--- src/rtl/prefix_addsub_seq.sv ---
// prefix_addsub_seq
// Word-serial WIDTH-bit add/subtract sequencer. Each operand pair is pushed
// through one external shared 16-bit adder, one slice per cycle, LSB slice
// first. The carry is chained between slices. The full result, the carry-out
// and the signed overflow are returned over a valid/ready handshake.
//
// Ports
//   clk, rst              clock, synchronous active-high reset
//   req_valid/req_ready   request handshake; req_ready is high only in IDLE
//   req_a, req_b          operands (captured on accept)
//   req_sel               0 = A+B+cin, 1 = A+~B+cin
//   req_cin               carry into slice 0
//   rsp_valid/rsp_ready   response handshake
//   rsp_sum, rsp_cout     result modulo 2^WIDTH, carry out of MSB
//   rsp_ovf               two's-complement overflow
//   add_a, add_b          shared adder operands (add_b is not inverted here)
//   add_cin, add_sel      shared adder carry-in and add/sub select
//   add_o                 shared adder result, combinational from add_*
module prefix_addsub_seq #(
   parameter int WIDTH = 64
) (
   input  logic             clk,
   input  logic             rst,
   input  logic             req_valid,
   output logic             req_ready,
   input  logic [WIDTH-1:0] req_a,
   input  logic [WIDTH-1:0] req_b,
   input  logic             req_sel,
   input  logic             req_cin,
   output logic             rsp_valid,
   input  logic             rsp_ready,
   output logic [WIDTH-1:0] rsp_sum,
   output logic             rsp_cout,
   output logic             rsp_ovf,
   output logic [15:0]      add_a,
   output logic [15:0]      add_b,
   output logic             add_cin,
   output logic             add_sel,
   input  logic [15:0]      add_o
);

   localparam int SLICES = WIDTH / 16;
   localparam int KW     = (SLICES > 1) ? $clog2(SLICES) : 1;

   typedef enum logic [1:0] {IDLE, RUN, DONE} state_t;

   state_t           state_reg, state_next;
   logic [WIDTH-1:0] a_reg, b_reg, work_reg, sum_reg, work_merge;
   logic             sel_reg, carry_reg, cout_reg, ovf_reg;
   logic [KW-1:0]    k_reg;
   logic [15:0]      a_slice, b_slice, b_eff;
   logic             last_slice, slice_carry, slice_ovf;

   // Current slice of each captured operand; the shift amount is k*16.
   assign a_slice    = 16'(a_reg >> {k_reg, 4'b0000});
   assign b_slice    = 16'(b_reg >> {k_reg, 4'b0000});
   assign last_slice = (k_reg == KW'(SLICES - 1));

   // Carry and overflow of the MSB of the current slice, reconstructed from
   // the adder inputs and its sum bit (the adder exposes no carry-out).
   assign b_eff       = add_sel ? ~add_b : add_b;
   assign slice_carry = (add_a[15] & b_eff[15]) | ((add_a[15] ^ b_eff[15]) & ~add_o[15]);
   assign slice_ovf   = (add_a[15] == b_eff[15]) & (add_o[15] != add_a[15]);

   // Working copy with the current slice replaced by the adder result.
   // It goes to a separate register so rsp_sum only changes when a whole
   // new result is complete.
   genvar gi;
   generate
      for (gi = 0; gi < SLICES; gi++) begin : g_merge
         assign work_merge[16*gi +: 16] = (k_reg == KW'(gi)) ? add_o : work_reg[16*gi +: 16];
      end
   endgenerate

   always_ff @(posedge clk) begin
      if (rst) begin
         state_reg <= IDLE;
      end else begin
         state_reg <= state_next;
      end
   end

   always_comb begin
      state_next = state_reg;
      req_ready  = 1'b0;
      rsp_valid  = 1'b0;
      add_a      = 16'h0000;
      add_b      = 16'h0000;
      add_cin    = 1'b0;
      add_sel    = 1'b0;
      case (state_reg)
         IDLE: begin
            req_ready = 1'b1;
            if (req_valid) begin
               state_next = RUN;
            end
         end
         RUN: begin
            add_a   = a_slice;
            add_b   = b_slice;
            add_cin = carry_reg;
            add_sel = sel_reg;
            if (last_slice) begin
               state_next = DONE;
            end
         end
         DONE: begin
            rsp_valid = 1'b1;
            if (rsp_ready) begin
               state_next = IDLE;
            end
         end
         default: state_next = IDLE;
      endcase
   end

   always_ff @(posedge clk) begin
      if (rst) begin
         a_reg     <= '0;
         b_reg     <= '0;
         sel_reg   <= 1'b0;
         carry_reg <= 1'b0;
         k_reg     <= '0;
         work_reg  <= '0;
         sum_reg   <= '0;
         cout_reg  <= 1'b0;
         ovf_reg   <= 1'b0;
      end else begin
         case (state_reg)
            IDLE: begin
               if (req_valid) begin
                  a_reg     <= req_a;
                  b_reg     <= req_b;
                  sel_reg   <= req_sel;
                  carry_reg <= req_cin;
                  k_reg     <= '0;
               end
            end
            RUN: begin
               work_reg  <= work_merge;
               carry_reg <= slice_carry;
               k_reg     <= k_reg + KW'(1);
               if (last_slice) begin
                  sum_reg  <= work_merge;
                  cout_reg <= slice_carry;
                  ovf_reg  <= slice_ovf;
               end
            end
            default: ;
         endcase
      end
   end

   assign rsp_sum  = sum_reg;
   assign rsp_cout = cout_reg;
   assign rsp_ovf  = ovf_reg;

endmodule
--- config.mk ---
export PLATFORM = sky130hd
export DESIGN_NAME = prefix_addsub_seq
export DESIGN_NICKNAME = d
export VERILOG_FILES = /design/src/rtl/prefix_addsub_seq.sv
export SDC_FILE = /design/constraint.sdc
export NUM_CORES = 1
export LEC_CHECK = 0
export CORE_UTILIZATION = 40
export CTS_BUF_LIST = sky130_fd_sc_hd__clkbuf_4
export DETAILED_ROUTE_END_ITERATION = 8
export PLACE_DENSITY = 0.69
export SYNTH_ARGS = -nofsm -noshare
export SYNTH_HDL_FRONTEND = slang
export SYNTH_SLANG_ARGS = --single-unit
--- constraint.sdc ---
create_clock -name clk -period 2.17 [get_ports clk]
set_clock_uncertainty 0.15 [all_clocks]
set_input_delay 0.434 -clock clk [delete_from_list [all_inputs] [get_ports clk]]
set_output_delay 0.434 -clock clk [all_outputs]
set_load 0.05 [all_outputs]
Word level (Yosys, flattened, before mapping). Index checks and enable logic that the tools add are counted.

Bits in registers: 264. Input bits: 150. Word-level logic and storage cells: 56.

Add/sub/neg operators: 1. Equal/unequal tests: 10. Shifts and indexed selects: 2. Mux-type cells: 19. Bitwise logic cells: 7. Reductions and logical operators: 7.

Operators by type and width (count): $shr 64x6->16 (2); $mux 16 (7); $not 16->16 (1); $mux 2 (4); $eq 2x2->1 const B (3); $ne 2x2->1 const B (3); $pmux 2 s3 (1); $reduce_and 2->1 (3); $mux 1 (5); $eq 2x1->1 const B (2); $logic_not 2->1 (2); $pmux 2 s2 (1); $and 1x1->1 (3); $reduce_and 3->1 (1); $add 2x1->2 const B (1); $pmux 1 s2 (1); $reduce_bool 2->1 (1); $eq 1x1->1 (1); $ne 1x1->1 (1); $not 1->1 (1); $or 1x1->1 (1); $xor 1x1->1 (1).

Longest topological paths before layout.
Depth in word-level cells: 8. Mapped depth: 11. Mapped depth without buffers: 7.

Least setup slack after synthesis. OpenSTA, ideal clock, no wires.

Path type: flip-flop to flip-flop. From: register state_reg[0]. To: register ovf_reg (netlist: rsp_ovf). Setup time: 0.079 ns. Data arrival time: 2.438 ns. Required time: 1.941 ns. Path slack: -0.497 ns. Cell stages (with the launch flop): 9. Path buffers: 3. Clock period less this slack: 2.667 ns. Path through: dfxtp_1 > buf_4 > nor2b_1 > buf_2 > clkbuf_1 > and2_1 > ha_1 > or4b_1 > o211ai_1.

Elaborated cells between the ends (all ways): 10. Classes of those cells: 3 x eq/ne; 4 x mux; 2 x bitwise; 1 x reduce/logical.

RTL lines: start, declared (RTL line 47) `state_t state_reg, state_next;`; start signal, assigned (RTL line 79) `state_reg <= state_next;`; $eq 2x1->1 * (RTL line 91) `case (state_reg)`; $mux 16 * (RTL line 91); named net add_a[15] (RTL line 35) `output logic [15:0] add_a,`; $eq 1x1->1 / $ne 1x1->1 (equally long branches) (RTL line 63) `assign slice_ovf = (add_a[15] == b_eff[15]) & (add_o[15] != add_a[15]);`; $and 1x1->1 * (RTL line 63); end signal, assigned (RTL line 146) `ovf_reg <= slice_ovf;`; end, declared (RTL line 49) `logic sel_reg, carry_reg, cout_reg, ovf_reg;`.

Mark *: on every way through the listed nets, which the timed path passes. The rest lies on a longest branch. A chain may end at the register's enable or synchronous reset.

Worst setup path after layout.
From: register k_reg[1]. To: output add_a[13].

Cells in the longest elaborated chain, start to end: 2.

Ends and longest elaborated chain: start, declared (RTL line 50) `logic [KW-1:0] k_reg;`; start signal, assigned (RTL line 142) `k_reg <= k_reg + KW'(1);`; $shr 64x6->16 (RTL line 55) `assign a_slice = 16'(a_reg >> {k_reg, 4'b0000});`; $mux 16 (RTL line 91); end, declared (RTL line 35).

Every way passes these cells.

==> summary.txt <==
Yosys
  • Mapped Nets: 1343
  • Top cells by count, synth: nand2_1 (388), dfxtp_1 (248), a21oi_1 (196)
  • Sequential share of the synthesized area: 47.4%
  • Avg Inst Size Synth: 8.82 sq um
  • Synthesized flop and latch total: 248
  • Netlist Area Pre-Place: 0.0105 sq mm
  • Cells after synthesis: 1188
  • Synth Area in Adders: 0.597%
  • Async S/R FF share, synth: 0%
  • Post-synth top area share: 47.4%
  • XOR/XNOR Fraction of Synth Area: 0.0836%
  • Post-synth EDFFs: 0
  • Compound-cell area share of the yosys netlist: 15.4%
  • Leading area contributor after synthesis: dfxtp_1
  • Top post-synthesis cells by area: dfxtp_1 (47%), nand2_1 (14%), a21oi_1 (9.4%)
  • Top FF cell, synth: dfxtp_1
  • Yosys cell types: 31
  • YS warnings: 0
  • Most numerous cell in the Yosys netlist: nand2_1
  • Multiplexer share of the synthesized area: 11.5%
  • Simple-gate share of the synthesized area: 19.6%
  • Main combinational cell family by area after synthesis: simple AND/OR/NAND/NOR gates

Run status
  • Failing checks: setup timing
  • Outcome: complete, but fails checks

Pwr
  • PwrDens: 718 mW/mm^2
  • Seq pwr share: 45.5%
  • Int Power: 7.92 mW
  • Switch share: 25.4%
  • Leakage: 5.61 nW
  • Logic pwr share: 14.5%
  • P_sw: 2.70 mW
  • Tot Pwr: 10.6 mW
  • Clock network fraction of total power: 40.0%
  • Peak VDD IR: 0.000386 V

GRT
  • Global-route wire length before repair: 46700 um
  • Initial antenna violation count: 2
  • Grt ovf: 0
  • Global-route met1 utilization: 25.2%
  • Met2 GRT Util: 38.2%
  • Largest net degree at the start of global routing: 89
  • Global Route Usage Sum: 22.2%
  • GRT busiest layer: met2
  • Number of global-route vias before repair: 9027
  • Met3 Use GR: 8.36%

Worst setup path
  • Element type at the critical path end: primary output
  • Critical path class: flop to primary output
  • Worst-path fanout max: 8
  • Worst Setup Start Kind: flop
  • Critical Path RT: 1590 ps
  • Critical Path AT: 2040 ps

CTS
  • Clk sinks: 248
  • CTS tree: built
  • Clk slew on worst S/H paths: 60 ps
  • Clock root buffer: clkbuf_4
  • # H-tree levels: 3
  • Max Buffers Root-to-Sink: 3
  • Worst-skew pair later-pin latency: 620 ps
  • CTS Buf Count: 68

STA
  • Final hold vios: 0
  • Unrepaired setup endpoints after global routing: yes
  • Final worst path period share: 121%
  • Setup WS post-layout: -455 ps
  • Fmax: 381 MHz
  • Minimum clock period after layout: 2630 ps
  • Tightest Pin Transition: 509 ps
  • Final setup fails: 37
  • Max Slew Vio Count: 0
  • Worst rel slew slack: 66.2%

Floorplanning
  • Starting density of the core: 41.2%
  • Die area: 0.0268 sq mm
  • Core area: 0.0254 sq mm
  • IO Count: 252
  • Die width: 164 um
  • Site row count: 58
  • Die height: 164 um

Drt
  • Number of DRC markers in iteration 0: 691
  • WL final: 29500 um
  • Vias per cell: 5.00
  • DRC: 0
  • WL/cell: 16.1 um
  • Post-route ant nets: 0
  • Vias: 9175
  • Drt first pass iters: 5

Place
  • Routability-driven placement congestion ratio: 0.791
  • DP HPWL: 19300 um
  • # placed instances: 1705
  • PortBufs: 251

Final layout
  • Layout cells sized above 1: 24.5%
  • Final layout net count: 1619
  • Finished Layout Cells: 1834
  • Filler Cell Count: 2328
  • Area growth syn-to-layout: 41.1%

Run
  • Max-cap violation count: 0

Worst hold path
  • Hold Path Class: input port to flop
## area by class of cell
type	count	area, sq um	share of cell area (%)
Clock buffer	98	736	4.98
Timing Repair Buffer	311	3440	23.2
Antenna cell	1	2.50	0.0169
Clock inverter	11	120	0.813
Sequential cell	248	4980	33.7
Multi-Input combinational cell	833	5090	34.4
Inverter	2	7.51	0.0508
Tap cell	330	413	2.79
## logic make-up after synthesis
kind of cell / count (synthesis)
muxes: 80
DFF: 248
and+or+nand+nor: 499
AOI/OAI and AO/OA: 248
buffers and inverters: 107
xor gates and xnor gates: 1
adders and majority gates: 5
## routing by layer
metal / part of all wire [%] / vias to the layer above / wire length (um)
met3: 8.6 / 61 / 2550
met1: 40 / 4243 / 11800
met5: 0.058 / - / 17
met2: 49 / 304 / 14500
met4: 2.3 / 2 / 678
li1: - / 4565 / -
## stage by stage
stage               hold WS (ps)  utilization, %  setup WS [ps]  setup TNS [ps]  cell area, sq um
floorplan                    283               -           -188            -188             10500
global placement             289            52.4           -116            -142             13300
detailed placement           293            52.4           -142            -268             13300
CTS                          110            58.2           -524          -16110             14800
global route                 132            58.2           -554          -17590             14800
finish                       168            58.2           -455          -13610             14800
## worst max-delay path: stages (launching register included)
cell and delay, ps:
dfxtp_4 350, buf_6 110, buf_12 130, mux4_2 520, and2_4 160, buf_6 140
## cells in the final DEF, fill, tap and decap left out, types with 2 or more instances in the layout
master           instances
ha_1                     2
clkinv_1                 7
nor2b_4                  3
bufbuf_16                2
mux4_2                  32
dlygate4sd2_1           15
buf_8                   31
a21oi_1                196
nand3b_1                 4
nor3_1                   2
dfxtp_1                244
mux2i_1                 48
buf_6                   11
nand2b_1                 2
a211oi_2                48
and3b_1                  2
nand2_1                388
clkdlybuf4s50_1        148
nand3_1                  4
clkdlybuf4s15_1         15
inv_1                    2
buf_4                   44
bufinv_16                3
clkbuf_4                98
and2_4                  34
clkbuf_2                12
buf_12                  28
dfxtp_4                  3
ha_2                     2
nor2_1                  51
## final timing paths
path,from,endpoint,slack (ps),depth (start not counted)
setup / recovery,k_reg[1]$_SDFFE_PP0P_,add_a[13],-460,5
hold / removal,req_b[36],b_reg[36]$_SDFFE_PP0P_,170,3
setup reg to reg,k_reg[0]$_SDFFE_PP0P_,rsp_ovf$_SDFFE_PP0P_,-370,8
hold reg to reg,b_reg[59]$_SDFFE_PP0P_,b_reg[59]$_SDFFE_PP0P_,300,2
## what timing repair did
action                     in CTS  in global routing
gates resized for setup       180                 49
gates cloned                    5                  0
hold endpoints to repair        3                  0
buffers inserted               12                  8
pin swaps                      35                  9
hold buffers                    1                  0
setup endpoints to repair      80                 66
## power by group through the flow
stage / combinational (mW) / sequential [mW] / clock (mW)
after CTS: 1.54 / 4.83 / 4.39
final: 1.54 / 4.83 / 4.24
after global placement: 1.35 / 4.93 / 0
after floorplan: 0.783 / 4.91 / 0
after detailed placement: 1.37 / 4.93 / 0
after global routing: 1.66 / 4.85 / 4.64
(Power assumes the default switching activity.)
